**src/rtl/neural_layer_seq.sv**
```systemverilog
`default_nettype none
// ============================================================================
// neural_layer_seq : feeds N_IN input/weight terms plus a bias per neuron into
//                    the neural MAC and presents each result on valid/ready.
// Optional feature : NEURAL_SEQ_RELU_EN (clamp negative results to zero).
// Revision         : 1.0
// ============================================================================
module neural_layer_seq #(
    parameter int N_IN  = 16,
    parameter int N_OUT = 8,
    parameter int IAW   = 8,
    parameter int WAW   = 12
) (
    input  logic           clk,
    input  logic           rst,
    input  logic           start,
    output logic           busy,
    output logic           done,
    output logic [IAW-1:0] in_addr,
    input  logic [15:0]    in_data,
    output logic [WAW-1:0] w_addr,
    input  logic [15:0]    w_data,
    output logic           mac_zero,
    output logic           mac_isbias,
    output logic [15:0]    mac_in,
    output logic [15:0]    mac_w,
    output logic [15:0]    mac_last,
    input  logic [15:0]    mac_acc,
    output logic           out_valid,
    input  logic           out_ready,
    output logic [7:0]     out_idx,
    output logic [15:0]    out_data
);

    localparam int             KW        = $clog2(N_IN + 1);
    localparam int             JW        = (N_OUT > 1) ? $clog2(N_OUT) : 1;
    localparam logic [KW-1:0]  K_BIAS    = KW'(N_IN);
    localparam logic [JW-1:0]  J_LAST    = JW'(N_OUT - 1);
    localparam logic [WAW-1:0] BASE_STEP = WAW'(N_IN + 1);

    typedef enum logic [2:0] {
        S_IDLE  = 3'd0,
        S_ISSUE = 3'd1,
        S_DRAIN = 3'd2,
        S_OUT   = 3'd3,
        S_FIN   = 3'd4
    } state_t;

    state_t         state_q, state_d;
    logic [KW-1:0]  k_q, k_d;
    logic [JW-1:0]  j_q, j_d;
    logic [WAW-1:0] base_q, base_d;
    logic           drain_q, drain_d;
    logic           valid_q, valid_d;
    logic [7:0]     idx_q, idx_d;
    logic [15:0]    data_q, data_d;
    logic           tv_q, tv_d;
    logic           first_q, first_d;
    logic           bias_q, bias_d;
    logic [15:0]    capture_val;

`ifdef NEURAL_SEQ_RELU_EN
    assign capture_val = mac_acc[15] ? 16'd0 : mac_acc;
`else
    assign capture_val = mac_acc;
`endif

    always_ff @(posedge clk or posedge rst) begin
        if (rst) begin
            state_q <= S_IDLE;
            k_q     <= '0;
            j_q     <= '0;
            base_q  <= '0;
            drain_q <= 1'b0;
            valid_q <= 1'b0;
            idx_q   <= '0;
            data_q  <= '0;
            tv_q    <= 1'b0;
            first_q <= 1'b0;
            bias_q  <= 1'b0;
        end else begin
            state_q <= state_d;
            k_q     <= k_d;
            j_q     <= j_d;
            base_q  <= base_d;
            drain_q <= drain_d;
            valid_q <= valid_d;
            idx_q   <= idx_d;
            data_q  <= data_d;
            tv_q    <= tv_d;
            first_q <= first_d;
            bias_q  <= bias_d;
        end
    end

    always_comb begin
        state_d = state_q;
        k_d     = k_q;
        j_d     = j_q;
        base_d  = base_q;
        drain_d = drain_q;
        valid_d = valid_q;
        idx_d   = idx_q;
        data_d  = data_q;
        tv_d    = 1'b0;
        first_d = 1'b0;
        bias_d  = 1'b0;
        case (state_q)
            S_IDLE: begin
                if (start) begin
                    state_d = S_ISSUE;
                    k_d     = '0;
                    j_d     = '0;
                    base_d  = '0;
                end
            end
            S_ISSUE: begin
                // Flags travel one cycle behind the address to meet the read data.
                tv_d    = 1'b1;
                first_d = (k_q == '0);
                bias_d  = (k_q == K_BIAS);
                if (k_q == K_BIAS) begin
                    k_d     = '0;
                    drain_d = 1'b0;
                    state_d = S_DRAIN;
                end else begin
                    k_d = k_q + 1'b1;
                end
            end
            S_DRAIN: begin
                if (!drain_q) begin
                    drain_d = 1'b1;
                end else begin
                    valid_d = 1'b1;
                    data_d  = capture_val;
                    idx_d   = 8'(j_q);
                    state_d = S_OUT;
                end
            end
            S_OUT: begin
                if (out_ready) begin
                    valid_d = 1'b0;
                    if (j_q == J_LAST) begin
                        state_d = S_FIN;
                    end else begin
                        j_d     = j_q + 1'b1;
                        base_d  = base_q + BASE_STEP;
                        k_d     = '0;
                        state_d = S_ISSUE;
                    end
                end
            end
            S_FIN: begin
                state_d = S_IDLE;
            end
            default: begin
                state_d = S_IDLE;
            end
        endcase
    end

    assign busy      = (state_q == S_ISSUE) || (state_q == S_DRAIN) || (state_q == S_OUT);
    assign done      = (state_q == S_FIN);
    assign in_addr   = ((state_q == S_ISSUE) && (k_q != K_BIAS)) ? IAW'(k_q) : '0;
    assign w_addr    = (state_q == S_ISSUE) ? (base_q + WAW'(k_q)) : '0;
    assign out_valid = valid_q;
    assign out_idx   = idx_q;
    assign out_data  = data_q;

    // Idle terms feed zero operands back with the current sum so the MAC holds.
    always_comb begin
        mac_in     = 16'd0;
        mac_w      = 16'd0;
        mac_isbias = 1'b0;
        mac_zero   = 1'b0;
        mac_last   = mac_acc;
        if (tv_q) begin
            mac_in     = in_data;
            mac_w      = w_data;
            mac_isbias = bias_q;
            mac_zero   = first_q;
            mac_last   = first_q ? 16'd0 : mac_acc;
        end
    end

endmodule
`default_nettype wire

```
**config.mk**
```make
export PLATFORM = sky130hd
export DESIGN_NAME = neural_layer_seq
export DESIGN_NICKNAME = d
export VERILOG_FILES = /design/src/rtl/neural_layer_seq.sv
export SDC_FILE = /design/constraint.sdc
export NUM_CORES = 1
export LEC_CHECK = 0
export ABC_CLOCK_PERIOD_IN_PS = 5500
export BUFFER_PORTS_ARGS = -buffer_cell sky130_fd_sc_hd__buf_2
export CAP_MARGIN = 20
export CORE_ASPECT_RATIO = 1.2
export CORE_MARGIN = 5
export CORE_UTILIZATION = 50
export CTS_CLUSTER_DIAMETER = 60
export DETAILED_ROUTE_END_ITERATION = 7
export PLACE_DENSITY_LB_ADDON = 0.2
export SYNTH_ARGS = -nofsm -noshare
export SYNTH_HDL_FRONTEND = slang
export SYNTH_SLANG_ARGS = --single-unit
```
**constraint.sdc**
```tcl
create_clock -name clk -period 5.5 [get_ports clk]
set_clock_uncertainty 0.1 [all_clocks]
set_input_delay 0.275 -clock clk [delete_from_list [all_inputs] [get_ports clk]]
set_output_delay 0.275 -clock clk [all_outputs]
set_load 0.01 [all_outputs]
```
==> results of run 1 <==
-- registers in the layout, indices dropped and copies added (netlist names), 3 cells and up --
register and cells:
out_data 16, out_idx 3, k_q 5, base_q 12
j_q 3, state_q 3
-- power groups by stage --
stage               combinational (mW)  clock, mW  sequential, mW
floorplan                        0.577          0           0.588
global placement                 0.813          0           0.603
detailed placement               0.833          0           0.611
CTS                              0.837      0.302           0.604
global route                     0.915      0.318           0.630
finish                           0.829      0.298           0.605
-- kinds of logic after synthesis --
logic type                 count (synthesis)  synth area share (%)
and+or+nand+nor                          133                  25.3
adders and majority gates                 11                  4.88
muxes                                     22                  8.25
xor gates and xnor gates                   5                  1.47
buffers and inverters                     41                  6.90
DFF                                       47                  39.6
AOI/OAI and AO/OA                         58                  13.5
other                                      1                 0.126
-- layout make-up --
type / count / area [µm²]
timing repair buffer: 142 / 716
tap: 80 / 100
sequential: 47 / 1180
clock buffer: 6 / 72.6
multi-input combinational: 237 / 1620
fill: 491 / 1900
clock inverter: 2 / 60.1
inverter: 16 / 60.1
-- critical path, cell delays in order, from the launching register on --
cell	delay (ns)
dfrtp_1	0.46
ha_1	0.25
fa_1	0.41
a21oi_1	0.20
o211ai_1	0.22
nand3_1	0.15
mux2_2	0.33
buf_2	0.14
-- stage by stage --
step | setup WS, ns | total power [mW] | hold WS (ns)
2_1_floorplan | 3.28 | 1.17 | 0.307
3_3_place_gp | 3.09 | 1.42 | 0.355
3_5_place_dp | 3.03 | 1.44 | 0.356
4_1_cts | 2.70 | 1.74 | 0.0309
5_1_grt | 2.52 | 1.86 | 0.0652
6_report | 2.68 | 1.73 | 0.00960
-- routing by layer --
metal | routed length, µm | vias to the layer above
met2 | 3700 | 92
met3 | 581 | 7
met5 | 0 | -
li1 | - | 1353
met4 | 63 | 0
met1 | 3350 | 1287
-- layout by cell type, fill, tap and decap left out, types with 3 or more instances in the layout --
| cell | Yosys | layout |
|---|---|---|
| a21oi_1 | 13 | 13 |
| inv_1 | 16 | 15 |
| nand2b_1 | 4 | 4 |
| nand3_1 | 10 | 10 |
| or4_1 | 7 | 7 |
| conb_1 | 1 | 8 |
| ha_1 | 10 | 10 |
| buf_2 | 5 | 140 |
| nand2_1 | 21 | 21 |
| o21ai_0 | 14 | 14 |
| clkbuf_8 | 0 | 5 |
| and2_1 | 52 | 52 |
| dfrtp_1 | 47 | 47 |
| o31ai_1 | 6 | 6 |
| nand4_1 | 3 | 3 |
| a21o_1 | 5 | 5 |
| nor2_1 | 21 | 21 |
| xnor2_1 | 5 | 5 |
| and3_1 | 3 | 3 |
| mux2_2 | 20 | 20 |
-- worst paths after layout --
kind / startpoint / end / slack, ns
setup / recovery: base_q[0] / w_addr[8] / 2.68
max in group asynchronous: rst / base_q[1] / 4.89
setup reg to reg: j_q[0] / base_q[7] / 3.05
hold reg to reg: out_valid / out_valid / 0.39
min in group clk: mac_acc[7] / out_data[7] / 0.12
hold / removal: rst / out_data[6] / 0.01
==> impl_metrics.py, run 1 <==
metrics = {
    "setup_path": {
        "end_kind": "output pin",
        "start_kind": "flip-flop",
        "r2r_cells": 6,
        "path_max_fanout": 6,
        "cp.arrival_ns": 2.44,
        "required_ns": 5.12,
        "critical_path_class": "flip-flop to output pin",
    },
    "logic_synthesis": {
        "async_flop_share_pct": 100,
        "synth-seq-area-share_pct": 39.6,
        "synth_cell_types": 51,
        "ys.flop_type": "dfrtp_1",
        "synthTopCellsByArea": "dfrtp_1 (40%), and2_1 (11%), mux2_2 (7.6%)",
        "synth.largest_area_cell": "dfrtp_1",
        "synthCells": 318,
        "netlist_area_um2": 2970,
        "synth.most_common_cell": "and2_1",
        "ys_seq_elements": 47,
        "synth_edf_count": 0,
        "synth_top_area_share_pct": 39.6,
        "avgSynthCellArea_um2": 9.35,
        "ys.warnings.count": 0,
        "synthTopCellsByCount": "and2_1 (52), dfrtp_1 (47), nand2_1 (21), nor2_1 (21), mux2_2 (20)",
    },
    "clocking": {
        "postCtsHoldBufs": 0,
        "cts_buffer_depth": 2,
        "clk_pin_slew_ns": 0.08,
        "post_cts.repair.setup_buffers": 0,
        "cts_tree": "built",
        "h-tree-depth": 2,
        "root_buffer": "clkbuf_8",
        "clock-sinks": 47,
        "clk_latency_ns": 0.29,
        "cts_resized": 0,
        "numCtsBuffers": 5,
    },
    "pwr": {
        "swShare_pct": 40.9,
        "p_per_area_nw_per_um2": 455,
        "p_leak_nw": 1.95,
        "irDropWorstVdd_uv": 224,
        "pwr-share-seq_pct": 34.9,
        "clockPowerShare_pct": 17.2,
        "internal_power_mw": 1.02,
        "combPwrFrac_pct": 47.9,
        "switchingPower_mw": 0.709,
    },
    "place": {
        "post-dp-hpwl_um": 6010,
        "gp_congestion": 0.845,
        "dp_cells": 522,
        "placed_area_um2": 3680,
        "port_buffers": 140,
    },
    "timing": {
        "finalSetupViolCount": 0,
        "rsz0062_at_grt": "no",
        "slew-limit-headroom_pct": 44.9,
        "fin_crit_sh_pct": 51.2,
        "tns_ns": 0,
        "max_clock_freq_mhz": 355,
        "final-max-slew-violation-count": 0,
        "hold_viol": 0,
        "fin_crit_ns": 2.82,
        "worst_slew_pin_slew_ns": 0.824,
    },
    "layout": {
        "drive_gt1_share_pct": 38.9,
        "final_nets": 512,
        "final_cells": 530,
        "post-route-util_pct": 66.8,
        "diodes": 0,
        "post-route-cell-area_um2": 3810,
        "areaGrowthSynthToFinish_pct": 28.1,
    },
    "grt": {
        "gr-total-overflow": 0,
        "grt_use_met3_pct": 4.39,
        "track_usage_pct": 20.2,
        "use_met1_pct": 26.2,
        "antenna_found_initial": 0,
        "busiest_layer": "met2",
        "grt_start_max_net_pins": 48,
        "grt_pass1_vias": 2553,
        "grt.met2_usage_pct": 34.2,
        "grt_pass1_wl_um": 12200,
    },
    "route": {
        "drc": 0,
        "drt_wl_total_um": 7690,
        "routedWlPerCell_um": 14.5,
        "dr.pass1.iters": 4,
        "dr.first_iter.drc_count": 98,
        "vias_per_cell": 5.17,
        "drtAntennaViolNets": 0,
        "num_vias": 2739,
    },
    "floorplan": {
        "core_um2": 5710,
        "die-area_um2": 7590,
        "initial_core_util_pct": 52.1,
        "pin_count": 149,
        "rows": 30,
        "die_w_um": 80.4,
        "dieHeight_um": 94.5,
    },
    "min_path": {
        "hp-class": "input port to asynchronous set/reset pin",
    },
    "run_status": {
        "status": "finished, final reports clean",
    },
    "flow_run": {
        "drv_cap": 0,
    },
}
Power figures use the tool's default switching activity.
==> inputs of run 2 (changes only) <==
--- a/config.mk
+++ b/config.mk
@@ -5,12 +5,12 @@
 export SDC_FILE = /design/constraint.sdc
 export NUM_CORES = 1
 export LEC_CHECK = 0
-export ABC_CLOCK_PERIOD_IN_PS = 5500
+export ABC_CLOCK_PERIOD_IN_PS = 2800
 export BUFFER_PORTS_ARGS = -buffer_cell sky130_fd_sc_hd__buf_2
 export CAP_MARGIN = 20
 export CORE_ASPECT_RATIO = 1.2
 export CORE_MARGIN = 5
-export CORE_UTILIZATION = 50
+export CORE_UTILIZATION = 46
 export CTS_CLUSTER_DIAMETER = 60
 export DETAILED_ROUTE_END_ITERATION = 7
 export PLACE_DENSITY_LB_ADDON = 0.2
==> constraint.sdc (replaced) <==
create_clock -name clk -period 2.8 [get_ports clk]
set_clock_uncertainty 0.1 [all_clocks]
set_input_delay 0.14 -clock clk [delete_from_list [all_inputs] [get_ports clk]]
set_output_delay 0.14 -clock clk [all_outputs]
set_load 0.01 [all_outputs]
==> run 2 against run 1 <==
Setup slack worse by 2.5 ns. Hold slack worse by 0.0015 ns. Largest cell class unchanged. Via count rose by 2.3%. Cell count rose by 4.5%. Clock power rose by 47%. Utilization down 4.3 points. Register-to-register slack worse by 2.7 ns. Global-route usage fell by 1.2 points. Sequential share of layout area down 1.3 points. Design area up 4.5%.
==> impl_metrics.py, run 2 (synthesis results as in run 1) <==
metrics = {
    "run_status": {
        "status": "finished, final reports clean",
    },
    "clocking": {
        "clk_latency_ns": 0.31,
        "root_buffer": "clkbuf_8",
        "cts_tree": "built",
        "post_cts.repair.setup_buffers": 0,
        "clk_pin_slew_ns": 0.09,
        "h-tree-depth": 2,
        "cts_resized": 0,
        "numCtsBuffers": 5,
        "clock-sinks": 47,
        "cts_buffer_depth": 2,
    },
    "layout": {
        "seq_area_um2": 1180,
        "areaGrowthSynthToFinish_pct": 33.8,
        "final_cell_mix": "buf_2 (140), and2_1 (52), dfrtp_1 (47), nand2_1 (21), nor2_1 (21)",
        "largest_reg_flops": 16,
        "multi_input_area_um2": 1620,
        "fillers": 528,
        "diodes": 0,
        "final_nets": 531,
        "drive_gt1_share_pct": 38.2,
        "final_common_cell": "buf_2",
    },
    "pwr": {
        "irDropWorstVdd_uv": 422,
        "pwr-share-seq_pct": 36.1,
        "internal_power_mw": 1.89,
        "swShare_pct": 42.5,
        "p_leak_nw": 2.02,
        "combPwrFrac_pct": 50.5,
        "clockPowerShare_pct": 13.4,
        "switchingPower_mw": 1.39,
        "p_per_area_nw_per_um2": 825,
    },
    "setup_path": {
        "crit_chain": "ha_1, fa_1, a21oi_1, o211ai_1, nand3_1, mux2_2, buf_2",
        "cp_num_cells": 7,
        "r2r_cells": 6,
        "critical_path_class": "flip-flop to output pin",
        "path_delay_family": "adder cells",
        "slowest_delay_ns": 0.45,
        "path_max_fanout": 5,
        "cp.arrival_ns": 2.39,
        "cp_num_buf_inv": 1,
        "slowest_stage": "dfrtp_1",
        "end_kind": "output pin",
        "required_ns": 2.56,
        "start_kind": "flip-flop",
    },
    "place": {
        "port_buffers": 140,
        "gp_congestion": 0.831,
        "post-dp-hpwl_um": 5970,
        "pre_cts_slack_ns": 0.401,
    },
    "grt": {
        "track_usage_pct": 19.0,
        "gr-total-overflow": 0,
        "grt_start_max_net_pins": 48,
        "grt_pass1_wl_um": 12900,
        "antenna_found_initial": 0,
        "grt_pass1_vias": 2642,
    },
    "floorplan": {
        "dieHeight_um": 98.1,
        "pin_count": 149,
        "initial_core_util_pct": 46.7,
        "rows": 32,
        "core_um2": 6370,
        "die-area_um2": 8180,
        "die_w_um": 83.4,
    },
    "route": {
        "vias_per_cell": 5.06,
        "dr.pass1.iters": 4,
        "drtAntennaViolNets": 0,
        "num_vias": 2803,
        "routedWlPerCell_um": 14.4,
        "drt_wl_total_um": 7960,
        "drc": 0,
        "dr.first_iter.drc_count": 102,
    },
    "timing": {
        "fin_crit_sh_pct": 93.9,
        "max_clock_freq_mhz": 380,
        "fin_crit_ns": 2.63,
        "final-max-slew-violation-count": 0,
        "whs_ns": 0.00810,
        "tns_ns": 0,
        "hold_viol": 0,
        "rsz0062_at_grt": "no",
        "worst_slew_pin_slew_ns": 0.905,
        "final.setup.worst_slack_ns": 0.172,
        "finalSetupViolCount": 0,
        "slew-limit-headroom_pct": 39.5,
    },
    "flow_run": {
        "drv_cap": 0,
    },
    "min_path": {
        "whs_path_depth": 3,
        "hp-class": "input port to flip-flop",
    },
}
-- run 2: metal layers --
metal / vias to the layer above / global-route usage (%) / share of wire [%]
met5: - / 0 / 0
met4: 0 / 4.28 / 1.3
met2: 86 / 32.7 / 50
met1: 1314 / 24.0 / 42
met3: 11 / 4.81 / 6.5
li1: 1392 / - / -
-- run 2: worst reg2reg max path: stages, from the launching register on --
cell and delay (ns):
dfrtp_1 0.41, ha_1 0.21, ha_1 0.20, nand4b_1 0.25
a21o_1 0.43, or4_1 0.57, a21oi_1 0.17
-- run 2: what timing repair did --
item                                    CTS  global route
endpoints found under the setup margin    0             1
hold endpoints to repair                 46             0
hold buffers                             17             0
-- run 2: power groups by stage --
stage / clock, mW / combinational, mW / sequential (mW)
floorplan: 0 / 1.13 / 1.16
detailed placement: 0 / 1.65 / 1.20
global route: 0.489 / 1.83 / 1.24
finish: 0.439 / 1.66 / 1.19
CTS: 0.449 / 1.67 / 1.19
global placement: 0 / 1.62 / 1.19
-- run 2: path summary, 6_finish.rpt --
path	start	end	slack, ns
max in group asynchronous	rst	k_q[1]	1.88
max reg2reg	j_q[0]	base_q[11]	0.38
min in group asynchronous	rst	base_q[7]	0.24
min reg2reg	out_valid	out_valid	0.38
max	k_q[0]	w_addr[8]	0.17
min	out_ready	state_q[2]	0.008
-- run 2: per-stage QoR --
stage | cells | power (mW) | cell area, µm² | util, %
3_5_place_dp | 528 | 2.85 | 3690 | 58.0
6_report | 554 | 3.28 | 3980 | 62.5
2_1_floorplan | 325 | 2.29 | 3000 | -
4_1_cts | 553 | 3.31 | 3960 | 62.2
3_3_place_gp | 528 | 2.81 | 3690 | 58.0
5_1_grt | 554 | 3.56 | 3980 | 62.5
-- run 2: cell type report --
type | instances | area share (%)
Clock buffer | 6 | 2.08
Tap cell | 85 | 2.67
Clock inverter | 2 | 0.409
Sequential cell | 47 | 29.6
Inverter | 16 | 1.51
Multi-Input combinational cell | 237 | 40.8
Timing Repair Buffer | 161 | 23.0
==> inputs of run 3 (changes only) <==
--- a/config.mk
+++ b/config.mk
@@ -13,6 +13,7 @@
 export CORE_UTILIZATION = 46
 export CTS_CLUSTER_DIAMETER = 60
 export DETAILED_ROUTE_END_ITERATION = 7
+export HOLD_SLACK_MARGIN = 0.08
 export PLACE_DENSITY_LB_ADDON = 0.2
 export SYNTH_ARGS = -nofsm -noshare
 export SYNTH_HDL_FRONTEND = slang
==> run 3 against run 2 <==
First-iteration DRC count grew 34%. Global-route usage grew 0.071 points. Total power is essentially flat. Clock-buffer cell count is the same. Utilization grew 0.31 points.
==> impl_metrics.py, run 3 (synthesis results as in run 1) <==
metrics = {
    "grt": {
        "grt_pass1_wl_um": 13000,
        "grt_start_max_net_pins": 48,
        "gr-total-overflow": 0,
        "track_usage_pct": 19.0,
        "antenna_found_initial": 0,
        "grt_pass1_vias": 2654,
    },
    "timing": {
        "slew-limit-headroom_pct": 39.2,
        "tns_ns": 0,
        "hold_viol": 0,
        "max_clock_freq_mhz": 381,
        "worst_slew_pin_slew_ns": 0.910,
        "fin_crit_sh_pct": 93.8,
        "final-max-slew-violation-count": 0,
        "finalSetupViolCount": 0,
        "final.setup.worst_slack_ns": 0.174,
        "whs_ns": 0.243,
        "rsz0062_at_grt": "no",
        "fin_crit_ns": 2.63,
    },
    "place": {
        "port_buffers": 140,
        "post-dp-hpwl_um": 5970,
        "gp_congestion": 0.831,
        "placed_area_um2": 3690,
        "pre_cts_slack_ns": 0.401,
    },
    "layout": {
        "multi_input_area_um2": 1620,
        "largest_reg_flops": 16,
        "final_cell_mix": "buf_2 (140), and2_1 (52), dfrtp_1 (47), nand2_1 (21), nor2_1 (21)",
        "diodes": 0,
        "post-route-cell-area_um2": 4000,
        "final_nets": 533,
        "fillers": 526,
        "areaGrowthSynthToFinish_pct": 34.5,
        "seq_area_um2": 1180,
        "final_common_cell": "buf_2",
        "drive_gt1_share_pct": 38.0,
    },
    "setup_path": {
        "r2r_end": "base_q[11]",
        "critical_path_class": "flip-flop to output pin",
        "r2r_cells": 6,
        "required_ns": 2.56,
        "cp.arrival_ns": 2.39,
        "start_kind": "flip-flop",
        "path_max_fanout": 5,
        "r2r_slack_ns": 0.39,
        "reg2reg_from": "j_q[0]",
        "end_kind": "output pin",
    },
    "clocking": {
        "clock-sinks": 47,
        "cts_resized": 0,
        "h-tree-depth": 2,
        "root_buffer": "clkbuf_8",
        "clk_latency_ns": 0.31,
        "clk_pin_slew_ns": 0.09,
        "cts_buffer_depth": 2,
        "numCtsBuffers": 5,
        "cts_tree": "built",
        "post_cts.repair.setup_buffers": 0,
    },
    "pwr": {
        "switchingPower_mw": 1.40,
        "irDropWorstVdd_uv": 422,
        "p_leak_nw": 2.03,
        "swShare_pct": 42.5,
        "p_per_area_nw_per_um2": 821,
        "pwr-share-seq_pct": 36.1,
        "combPwrFrac_pct": 50.5,
        "totalPowerFinal_mw": 3.28,
        "clockPowerShare_pct": 13.4,
        "internal_power_mw": 1.89,
    },
    "floorplan": {
        "dieHeight_um": 98.1,
        "pin_count": 149,
        "initial_core_util_pct": 46.7,
        "die_w_um": 83.4,
        "die-area_um2": 8180,
        "core_um2": 6370,
        "rows": 32,
    },
    "route": {
        "dr.first_iter.drc_count": 137,
        "vias_per_cell": 5.05,
        "drt_wl_total_um": 8010,
        "drtAntennaViolNets": 0,
        "drc": 0,
        "routedWlPerCell_um": 14.4,
        "num_vias": 2810,
        "dr.pass1.iters": 4,
    },
    "flow_run": {
        "drv_cap": 0,
    },
    "min_path": {
        "hp-class": "input port to asynchronous set/reset pin",
    },
    "run_status": {
        "status": "finished, final reports clean",
    },
}
-- run 3: changes by cell type in the layout (fill, tap and decap cells not counted), sizes merged --
cell,previous run,this run
dlygate4sd3,17,19
-- run 3: how the worst max path moves through the flow --
stage               slack [ns]    endpoint    from  cells after the start
floorplan                 0.69   base_q[3]  j_q[0]                      7
CTS                       0.15   w_addr[8]  k_q[0]                      7
detailed placement        0.40  base_q[11]  j_q[0]                      6
global route              0.01   w_addr[8]  k_q[0]                      7
finish                    0.17   w_addr[8]  k_q[0]                      7
global placement          0.46  base_q[11]  j_q[0]                      6
-- run 3: layer usage --
layer,global-route usage [%],up-vias,share of wire (%)
met3,4.81,9,6.2
met4,4.28,0,1.2
li1,-,1393,-
met5,0,-,0
met1,24.0,1322,42
met2,32.8,86,50
-- run 3: worst max-delay path, stage by stage, from the launching register on --
cell	delay, ns
dfrtp_1	0.45
ha_1	0.27
fa_1	0.41
a21oi_1	0.19
o211ai_1	0.18
nand3_1	0.13
mux2_2	0.32
buf_2	0.13
-- run 3: cell type report --
class,count,share of cell area [%]
multi-input combinational,237,40.6
timing repair buffer,163,23.3
clock buffer,6,2.07
clock inverter,2,0.407
sequential,47,29.4
inverter,16,1.50
tap,85,2.66
-- run 3: through the flow --
step                      utilization (%)  cells
after global placement               58.0    528
after floorplan                         -    325
final                                62.8    556
after global routing                 62.8    556
after CTS                            62.5    555
after detailed placement             58.0    528
-- run 3: power groups by stage --
stage | sequential (mW) | clock (mW) | combinational [mW]
6_report | 1.19 | 0.439 | 1.66
5_1_grt | 1.24 | 0.489 | 1.83
4_1_cts | 1.19 | 0.449 | 1.67
3_5_place_dp | 1.20 | 0 | 1.65
3_3_place_gp | 1.19 | 0 | 1.62
2_1_floorplan | 1.16 | 0 | 1.13
-- run 3: timing repair --
item                                   4_1_cts  5_1_grt
hold buffers                                19        0
setup endpoints to repair                    0        1
endpoints found under the hold margin       66        0
